**src/rtl/tartaruga_pkg.sv**
```systemverilog
// Shared types and constants for the tartaruga pipeline.
package tartaruga_pkg;

    typedef logic [31:0] bus32_t;

    typedef struct packed {
        bus32_t pc;
        bus32_t instr;
    } fetch_entry_t;

    localparam int unsigned IBUF_DEPTH_DEFAULT = 2;
    localparam bus32_t      PC_STEP            = 32'd4;

endpackage

```
**src/rtl/fetch_ibuf.sv**
```systemverilog
// Circular instruction buffer of {pc, instr} entries with synchronous flush.
module fetch_ibuf
    import tartaruga_pkg::*;
#(
    parameter int unsigned DEPTH = IBUF_DEPTH_DEFAULT
) (
    input  logic         clk_i,
    input  logic         rstn_i,
    input  logic         flush,
    input  logic         push,
    input  fetch_entry_t push_entry,
    input  logic         pop,
    output logic         full,
    output logic         empty,
    output fetch_entry_t head
);

    localparam int unsigned      PTR_W    = $clog2(DEPTH);
    localparam int unsigned      CNT_W    = PTR_W + 1;
    localparam logic [CNT_W-1:0] FULL_CNT = CNT_W'(DEPTH);

    fetch_entry_t     mem [DEPTH];
    logic [PTR_W-1:0] rd_ptr;
    logic [PTR_W-1:0] wr_ptr;
    logic [CNT_W-1:0] count;

    always_ff @(posedge clk_i or negedge rstn_i) begin
        if (!rstn_i) begin
            for (int unsigned i = 0; i < DEPTH; i++) begin
                mem[i] <= '0;
            end
            rd_ptr <= '0;
            wr_ptr <= '0;
            count  <= '0;
        end else if (flush) begin
            rd_ptr <= '0;
            wr_ptr <= '0;
            count  <= '0;
        end else begin
            if (push) begin
                mem[wr_ptr] <= push_entry;
                wr_ptr      <= wr_ptr + PTR_W'(1);
            end
            if (pop) begin
                rd_ptr <= rd_ptr + PTR_W'(1);
            end
            if (push && !pop) begin
                count <= count + CNT_W'(1);
            end else if (pop && !push) begin
                count <= count - CNT_W'(1);
            end
        end
    end

    assign full  = (count == FULL_CNT);
    assign empty = (count == '0);
    // Stale storage stays hidden so an empty buffer always presents zeros.
    assign head  = empty ? '0 : mem[rd_ptr];

endmodule

```
**src/rtl/fetch_stage.sv**
```systemverilog
// Fetch stage: owns the PC, fetches from instruction memory, buffers entries for decode.
module fetch_stage
    import tartaruga_pkg::*;
#(
    parameter bus32_t      RESET_PC   = 32'h0000_0000,
    parameter int unsigned IBUF_DEPTH = IBUF_DEPTH_DEFAULT
) (
    input  logic   clk_i,
    input  logic   rstn_i,
    output bus32_t imem_pc_o,
    input  bus32_t imem_instr_i,
    input  logic   redirect_valid_i,
    input  bus32_t redirect_pc_i,
    input  logic   decode_ready_i,
    output logic   fetch_valid_o,
    output bus32_t fetch_pc_o,
    output bus32_t fetch_instr_o
);

    bus32_t       pc_q;
    logic         push;
    logic         pop;
    logic         ibuf_full;
    logic         ibuf_empty;
    fetch_entry_t head;
    logic         unused_redirect_lsbs;

    assign unused_redirect_lsbs = ^redirect_pc_i[1:0];

    // A pop frees a slot in the same cycle, so a full buffer still streams.
    assign pop  = fetch_valid_o && decode_ready_i && !redirect_valid_i;
    assign push = !redirect_valid_i && (!ibuf_full || pop);

    always_ff @(posedge clk_i or negedge rstn_i) begin
        if (!rstn_i) begin
            pc_q <= RESET_PC;
        end else if (redirect_valid_i) begin
            pc_q <= {redirect_pc_i[31:2], 2'b00};
        end else if (push) begin
            pc_q <= pc_q + PC_STEP;
        end
    end

    fetch_ibuf #(
        .DEPTH (IBUF_DEPTH)
    ) u_ibuf (
        .clk_i      (clk_i),
        .rstn_i     (rstn_i),
        .flush      (redirect_valid_i),
        .push       (push),
        .push_entry ('{pc: pc_q, instr: imem_instr_i}),
        .pop        (pop),
        .full       (ibuf_full),
        .empty      (ibuf_empty),
        .head       (head)
    );

    assign imem_pc_o     = pc_q;
    assign fetch_valid_o = !ibuf_empty;
    assign fetch_pc_o    = head.pc;
    assign fetch_instr_o = head.instr;

endmodule

```
**config.mk**
```make
export PLATFORM = sky130hd
export DESIGN_NAME = fetch_stage
export DESIGN_NICKNAME = d
export VERILOG_FILES = /design/src/rtl/tartaruga_pkg.sv /design/src/rtl/fetch_ibuf.sv /design/src/rtl/fetch_stage.sv
export SDC_FILE = /design/constraint.sdc
export NUM_CORES = 1
export LEC_CHECK = 0
export ABC_AREA = 1
export CORE_MARGIN = 3
export CORE_UTILIZATION = 30
export DETAILED_ROUTE_END_ITERATION = 6
export PLACE_DENSITY_LB_ADDON = 0.08
export RECOVER_POWER = 25
export SLEW_MARGIN = 5
export SYNTH_ARGS = -nofsm -noshare
export SYNTH_HDL_FRONTEND = slang
export SYNTH_SLANG_ARGS = --single-unit
export TNS_END_PERCENT = 5
```
**constraint.sdc**
```tcl
create_clock -name clk_i -period 1.87 [get_ports clk_i]
set_input_delay 0.374 -clock clk_i [delete_from_list [all_inputs] [get_ports clk_i]]
set_output_delay 0.374 -clock clk_i [all_outputs]
set_load 0.05 [all_outputs]
```
==> impl_metrics.yaml <==
clock_tree:
  cts_tree: "done"
  cts-root-buf: "clkbuf_16"
  cts_buffers: 17
  path_clk_slew_ns: 0.06
  clock_latency_ns: 0.42
  cts.path.max_buffers: 2
  cts_htree_levels: 4
  cts_sinks: 158
global_routing:
  antenna_found_initial: 0
  track_usage_pct: 17.4
  grt_max_degree: 49
  overflow: 0
  grt_pass1_wl_mm: 39.2
  first_global_vias: 7174
sta:
  setup_violations: 63
  hold_viol_final: 0
  fin_ws_ns: -0.166
  worstMarginPinSlew_ns: 0.748
  period_share_pct: 109
  finalCriticalPeriod_ns: 2.04
  skew_ns: 0.00730
  max_freq_mhz: 491
  rsz0062_at_grt: "true"
  holdWs_ns: 0.481
  report.final.slew_viol_count: 0
  maxSlewHeadroom_pct: 50.1
  setup_tns_ns: -7.52
power:
  p_int_uw: 8080
  p_switching_uw: 4440
  power_density_mw_per_mm2: 1070
  p_seq_share_pct: 36.4
  switching_share_pct: 35.5
  peakVddDrop_uv: 456
  clkPwrFrac_pct: 29.1
  share_comb_of_total_power_pct: 34.5
  p_leak_uw: 0.00532
status:
  violations: "negative setup slack"
  run_status: "finished, violations left"
cells_and_area:
  drive_gt1_share_pct: 21.8
  final_nets: 1301
  fin_util_pct: 46.1
  final_common_cell: "nand2_1"
  seq_area_mm2: 0.00396
  antennaDiodeCount: 0
  nFillCells: 2550
  multi_input_area_mm2: 0.00352
  final_cell_mix: "386 x nand2_1, 157 x dfrtp_1, 135 x o21ai_0"
  area_growth_pct: 49.6
critical_path:
  ff2ff_path_depth: 10
  cp.depth: 5
  crit_family: "buffers and inverters"
  critPathCapture: "fetch_pc_o[17]"
  path_buf_inv: 3
  path_cells: "nor2_4 > buf_12 > a21oi_1 > buf_4 > buf_12"
  setup.worst_path.start: "u_ibuf.count[1]"
  slowest_delay_ns: 0.42
  worstSetupStartpointType: "flip-flop"
  worstReg2RegEnd: "imem_pc_o[22]"
  rrSetupSlack_ns: 0.17
  arrival_ns: 1.66
  crit_fanout: 16
  crit_type: "reg -> out"
  slowest_stage: "dfrtp_1"
  crit_top_cell: "buf_12"
  cp.required_ns: 1.50
  end_kind: "output port"
  r2r-start: "imem_pc_o[2]"
die:
  die_w_um: 168
  num_rows: 58
  core_mm2: 0.0255
  start_util_pct: 30.8
  dieArea_mm2: 0.0281
  io_pins: 165
  die_h_um: 168
drt:
  wl_met3_mm: 1.11
  drt-met1-wl_mm: 11.6
  avgRoutedWirePerCell_um: 16.0
  totalWireLength_mm: 25.1
  num_vias: 7343
  drcViolationCount: 0
  dr_wl_met2_mm: 12.0
  via_per_inst: 4.66
  dr.pass1.iters: 5
  top_layer_used: "met4"
  antenna_left: 0
  drt_iter0_drc: 498
place:
  preCtsSetupSlack_ns: -0.0576
  place.gp.congestion: 0.922
  port_buffers: 158
  post-dp-hpwl_mm: 16.9
logic_synthesis:
  yosysTopAreaCell: "dfrtp_1"
  synth_area_leaders: "dfrtp_1 50%, nand2_1 19%, o21ai_0 8.6%"
  synthCells: 1052
  ys_types: 29
  synth_top_cell_area_share_pct: 50.4
  ys_warn_count: 0
  yosysSeqAreaShare_pct: 50.4
  syn_area_mm2: 0.00785
  ys_seq_elements: 158
  synth.avg_cell_area_um2: 7.46
run:
  drv_cap: 0
min_path:
  min_path_type: "reg -> reg"
repair_timing:
action | in CTS | in global routing
buffers inserted | 0 | 1
endpoints found under the hold margin | 23 | 0
hold buffers | 1 | 0
pin swaps | 1 | 8
gates cloned | 1 | 7
gates resized for setup | 59 | 23
setup endpoints to repair | 63 | 63
cell families after synthesis:
family / after synthesis / share of synthesized area, %
adder cells (fa/ha/maj): 1 / 0.159
AO/OA/AOI/OAI: 230 / 15.1
buffers and inverters: 150 / 8.75
AND/OR/NAND/NOR: 511 / 25.4
flip-flops: 158 / 50.4
XOR/XNOR: 1 / 0.112
other: 1 / 0.0478
cell type report:
cell class | instances | share of cell area, %
inverter | 88 | 2.94
clock buffer | 20 | 3.89
sequential | 158 | 33.7
tap | 330 | 3.52
multi-input combinational | 747 | 30.0
timing repair buffer | 220 | 24.6
clock inverter | 12 | 1.34
how the worst min path moves through the flow:
stage                   startpoint             end  slack [ns]  depth (start not counted)
floorplan                   rstn_i   imem_pc_o[10]        0.08                          0
global placement            rstn_i   u_ibuf.mem[2]        0.28                          1
detailed placement          rstn_i   u_ibuf.mem[2]        0.28                          1
CTS                         rstn_i  u_ibuf.mem[73]        0.40                          2
global route        u_ibuf.mem[45]  u_ibuf.mem[45]        0.50                          2
finish              u_ibuf.mem[13]  u_ibuf.mem[13]        0.48                          2
worst reg2reg max path, delay by kind of cell (launching register included):
family | cells | cell delay, ns
fa+ha+maj | 1 | 0.19
simple gates | 9 | 0.97
flops | 1 | 0.41
through the flow:
stage / instance area [um2] / cells / power (uW)
finish: 11700 / 1575 / 12500
global route: 11700 / 1575 / 13200
CTS: 11500 / 1567 / 12500
detailed placement: 10700 / 1533 / 8680
global placement: 10700 / 1533 / 8640
floorplan: 7890 / 1055 / 6800
metal layers:
metal,vias up,global-route usage [%]
li1,3695,-
met1,3429,24.3
met2,192,28.0
met3,27,2.97
met4,0,4.87
met5,-,0
synthesized netlist by cell type (all sizes together):
cell type    n
nand3       38
a22oi        1
dfrtp      158
conb         1
nand4        3
nand2      398
o211ai       3
o22ai        1
nor2        67
buf         25
nor3         5
a32oi        1
clkbuf      37
a21oi       66
a31oi        4
o21ai      153
xor2         1
inv         88
a211oi       1
ha           1
sequential cells by signal, summed over array words and instances, names as in the netlist:
signal / cells
u_ibuf.mem: 124
u_ibuf.rd_ptr: 1
u_ibuf.wr_ptr: 1
u_ibuf.count: 2
imem_pc_o: 30
power groups by stage:
stage	clock network, uW	registers [uW]	logic (uW)
2_1_floorplan	0	4760	2040
3_3_place_gp	0	4590	4060
3_5_place_dp	0	4590	4090
4_1_cts	3730	4540	4250
5_1_grt	3860	4650	4700
6_report	3640	4550	4320
Note: power is estimated with default switching activity, not from simulation.
